$ cat src/rtl/burst_rr_arbiter.sv
// Round-robin burst arbiter: grants one requester at a time for up to BURST beats.
// Define ARB_GAP_EN to insert one idle cycle between consecutive bursts.
module burst_rr_arbiter #(
  parameter int NREQ  = 4,
  parameter int BURST = 5,
  parameter int CW    = 3
) (
  input  logic            clk,
  input  logic            rst,
  input  logic [NREQ-1:0] req,
  output logic [NREQ-1:0] gnt,
  output logic [2:0]      gnt_id,
  output logic [CW-1:0]   cnt,
  output logic            busy,
  output logic            last
);

  localparam int PW = (NREQ > 1) ? $clog2(NREQ) : 1;
  localparam logic [PW-1:0] LAST_IDX = PW'(NREQ - 1);
  localparam logic [CW-1:0] CNT_MAX  = CW'(BURST - 1);

  localparam logic [1:0] IDLE  = 2'd0;
  localparam logic [1:0] GRANT = 2'd1;
`ifdef ARB_GAP_EN
  localparam logic [1:0] GAP   = 2'd2;
`endif

  logic [1:0]      state, state_n;
  logic [PW-1:0]   ptr, ptr_n, ptr_wrap, arb_base, cur, win, scan;
  logic [PW:0]     sum;
  logic            found, do_arb, burst_end;
  logic [NREQ-1:0] gnt_n;
  logic [2:0]      id_n;
  logic [CW-1:0]   cnt_n;

  assign cur       = gnt_id[PW-1:0];
  assign burst_end = (state == GRANT) && (!req[cur] || (cnt == CNT_MAX));
  assign ptr_wrap  = (cur == LAST_IDX) ? '0 : cur + PW'(1);

  // Without a gap, a finishing burst re-arbitrates from the already-advanced pointer.
`ifdef ARB_GAP_EN
  assign arb_base = ptr;
`else
  assign arb_base = burst_end ? ptr_wrap : ptr;
`endif

  always_comb begin
    win   = '0;
    found = 1'b0;
    sum   = '0;
    scan  = '0;
    for (int j = NREQ - 1; j >= 0; j--) begin
      sum = {1'b0, arb_base} + (PW+1)'(j);
      if (sum >= (PW+1)'(NREQ)) sum = sum - (PW+1)'(NREQ);
      scan = sum[PW-1:0];
      if (req[scan]) begin
        win   = scan;
        found = 1'b1;
      end
    end
  end

  always_comb begin
    state_n = state;
    ptr_n   = ptr;
    gnt_n   = gnt;
    id_n    = gnt_id;
    cnt_n   = cnt;
    do_arb  = 1'b0;
    case (state)
      IDLE: do_arb = 1'b1;
      GRANT: begin
        if (burst_end) begin
          ptr_n = ptr_wrap;
          gnt_n = '0;
          cnt_n = '0;
`ifdef ARB_GAP_EN
          state_n = GAP;
`else
          do_arb = 1'b1;
`endif
        end else begin
          cnt_n = cnt + CW'(1);
        end
      end
`ifdef ARB_GAP_EN
      GAP: do_arb = 1'b1;
`endif
      default: begin
        state_n = IDLE;
        gnt_n   = '0;
        cnt_n   = '0;
      end
    endcase

    if (do_arb) begin
      if (found) begin
        state_n    = GRANT;
        gnt_n      = '0;
        gnt_n[win] = 1'b1;
        id_n       = 3'(win);
        cnt_n      = '0;
      end else begin
        state_n = IDLE;
        gnt_n   = '0;
        cnt_n   = '0;
      end
    end
  end

  always_ff @(posedge clk) begin
    if (!rst) begin
      state  <= IDLE;
      ptr    <= '0;
      gnt    <= '0;
      gnt_id <= '0;
      cnt    <= '0;
    end else begin
      state  <= state_n;
      ptr    <= ptr_n;
      gnt    <= gnt_n;
      gnt_id <= id_n;
      cnt    <= cnt_n;
    end
  end

  assign busy = |gnt;
  assign last = busy && (cnt == CNT_MAX);

endmodule
$ cat config.mk
export PLATFORM = sky130hd
export DESIGN_NAME = burst_rr_arbiter
export DESIGN_NICKNAME = d
export VERILOG_FILES = /design/src/rtl/burst_rr_arbiter.sv
export SDC_FILE = /design/constraint.sdc
export NUM_CORES = 1
export LEC_CHECK = 0
export BUFFER_PORTS_ARGS = -buffer_cell sky130_fd_sc_hd__buf_2
export CORE_MARGIN = 4
export CORE_UTILIZATION = 52
export CTS_CLUSTER_SIZE = 16
export DETAILED_ROUTE_END_ITERATION = 10
export PLACE_DENSITY = 0.77
export RECOVER_POWER = 100
export SLEW_MARGIN = 20
export SYNTH_ARGS = -nofsm -noshare
export SYNTH_HDL_FRONTEND = slang
export SYNTH_SLANG_ARGS = --single-unit
$ cat constraint.sdc
create_clock -name clk -period 3.2 [get_ports clk]
set_clock_uncertainty 0.1 [all_clocks]
set_input_delay 0.8 -clock clk [delete_from_list [all_inputs] [get_ports clk]]
set_output_delay 0.8 -clock clk [all_outputs]
set_load 0.01 [all_outputs]
==> key figures <==
Worst setup path
  – CP endpoint kind: flop
  – Worst Path Required: 3.28 ns
  – Worst path max stage delay: 0.56 ns
  – CP max stage cell: nor3_1
  – CP Cell Sequence: clkbuf_1, mux2_1, a32o_1, nor3_1, and2_4, a222oi_1, a32o_1
  – Worst setup path category: in -> reg
  – CP dominant cell by count: a32o_1
  – Worst EP arrival: between 2 and 3 ns
  – Setup crit start kind: primary input
  – Worst Path Max Fanout: 10

Clock tree
  – H-tree levels: 1
  – CTS-repair resized insts: 0
  – Setup Buffers After CTS: 0
  – Clock tree sinks: 12
  – CTS tree: done
  – CTS buffer count: 3
  – Register clock-pin slew on the reported worst setup and hold paths: 0.08 ns
  – CTS Root Cell: clkbuf_4
  – Clock latency on the worst-skew pair: 0.28 ns
  – Clock Tree Buf Depth: 2
  – Hold_buf cts: 0

Final layout
  – Filler cells: 143
  – Non-filler cells, final: around 120
  – Ant diodes: 0
  – Nets: roughly 120
  – Share of cells above drive strength 1: between 15 and 20%
  – Synthesis-to-layout area growth: 7.08%

Die
  – Total core area: ~1500 um2
  – Boundary Pins: 18
  – Die X: about 48 um
  – Die height: about 48 um
  – Die Area: 2260 um2
  – Core Rows: 14
  – Initial Util: around 55%

Global routing
  – Number of global-route vias before repair: ~640
  – First-pass GRT wire length: 2.72 mm
  – Initial antenna violation count: 0
  – Grt ovf: 0
  – All-layer global routing usage: approximately 17%
  – Largest net degree at the start of global routing: 12

Route
  – Initial drt markers: 30
  – Post-DRT Antenna Nets: 0
  – DRC violations left: 0
  – First-pass iteration count of the detailed router: 4
  – Final WL: between 1.5 and 2 mm
  – Routed len/inst: 14.8 um
  – Vias post-DR: 757
  – Via-to-Cell Ratio: 6.20

Synthesis
  – Net Count, Synth: 101
  – EDFF count, synth: 0
  – Yosys warning total: 0
  – Area leader, netlist: dfxtp_1
  – Synth Register Bits: 12
  – Syn Inst Count: 92
  – Asr flop ratio synth: 0%
  – Register area share after synthesis: between 20 and 30%
  – Cell variety after synth: 42
  – Top post-synthesis cells by area: dfxtp_1 (30%), buf_6 (5.5%), ha_1 (4.6%)
  – Post-synth top cells: dfxtp_1 (12), nand2_1 (10), nor2_1 (7)
  – Top-count cell post-synth: dfxtp_1
  – Top-area cell type share of the netlist area: 29.5%
  – Ys flop type: dfxtp_1
  – Mapped cell area: 813 um2
  – Avg Inst Size Synth: just under 9 um2

Status
  – Run status: finished clean

Place
  – Port-buffer cells: 16
  – Dpl hpwl: around 1.3 mm
  – Dpl cells: 118
  – Gpl congestion: 0.810

STA
  – Final slew viol count: 0
  – Slew margin rel.: 57.2%
  – Final period util: a little over four fifths
  – Final count of hold timing violations: 0
  – WHS: about 0.37 ns
  – Worst-Margin Slew: between 0.6 and 0.7 ns
  – Setup TNS: 0 ns
  – Tmin final: ~2.7 ns
  – Max frequency: 368 MHz
  – Setup Viol. Count Final: 0
  – RSZ-0062 raised after global routing: false

Pwr
  – Peak VDD IR: 273 uV
  – Leak Pwr: between 0.3 and 0.4 nW
  – Power Density: ~500 nW/um2

Worst hold path
  – Min-delay worst type: reg -> reg

Flow run
  – MaxCap Viol Count: 0
-- registers in the layout, summed over array words and instances, names as in the netlist --
| register | count |
|---|---|
| gnt | 4 |
| gnt_id | 2 |
| cnt | 3 |
| ptr | 2 |
| state | 1 |
-- per-layer routing --
metal / vias to the layer above / wire, um / global-route usage [%]
met1: 353 / 796 / 22.2
met3: 4 / 137 / 3.38
li1: 364 / - / -
met4: 0 / 36 / 6.45
met5: - / 0 / 0
met2: 36 / 839 / 27.3
-- worst paths after layout --
path / startpoint / end / slack [ns] / cells past startpoint
worst min register to register: gnt[0] / gnt[0] / 0.37 / 2
worst max register to register: gnt_id[1] / gnt[3] / 0.78 / 6
worst min-delay path: gnt[0] / gnt[0] / 0.37 / 2
worst max-delay path: req[3] / gnt[3] / 0.49 / 7
-- cell families (layout without fill, tap and decap cells) --
kind of cell | count (synthesis) | after routing | synth area share, %
AO/OA/AOI/OAI | 22 | 22 | 23.1
XOR/XNOR | 1 | 1 | 1.08
adder cells (fa/ha/maj) | 3 | 3 | 4.62
buffers and inverters | 11 | 25 | 9.23
flip-flops | 12 | 12 | 29.5
multiplexers | 5 | 5 | 6.62
other | 1 | 1 | 0.461
AND/OR/NAND/NOR | 37 | 37 | 25.4
-- worst max-delay path, delay by kind of cell --
kind / cells / cell delay [ns]
buffers and inverters: 1 / 0.19
multiplexers: 1 / 0.39
AO/OA/AOI/OAI: 3 / 0.57
AND/OR/NAND/NOR: 2 / 0.83
-- per-stage QoR --
step | power, W | instance area (um2) | util [%] | setup WS (ns)
after floorplan | 0.000290 | 813 | - | 0.656
after global routing | 0.000457 | 871 | 58.5 | 0.384
after detailed placement | 0.000318 | 861 | 57.8 | 0.492
after global placement | 0.000317 | 861 | 57.8 | 0.542
after CTS | 0.000442 | 897 | 60.3 | 0.751
final | 0.000435 | 871 | 58.5 | 0.486
-- final cells by class --
class,instances,area (um2),area share [%]
clock buffer,4,36.3,4.17
inverter,4,15.0,1.72
multi-input combinational,69,487,55.9
sequential,12,240,27.6
tap,16,20.0,2.30
timing repair buffer,17,72.6,8.33
-- power breakdown --
part	internal [W]	switching, W
Combinational	0.0000591	0.0000767
Clock	0.0000692	0.0000544
Sequential	0.000162	0.0000132
-- layout by cell type (no fill, tap or decap), types with 2 or more instances in the layout --
cell      instances
and3_1            2
mux2i_1           2
o22ai_1           4
clkbuf_1         12
nor2_1            7
dfxtp_1          12
ha_1              3
inv_1             4
clkbuf_4          3
nand2_1          10
buf_2             4
o21ai_0           2
a21oi_1           3
mux2_2            2
nor3_1            2
a32o_1            2
nand3_1           3
nor2b_1           2
No activity file was read; power rests on OpenSTA's default activity.
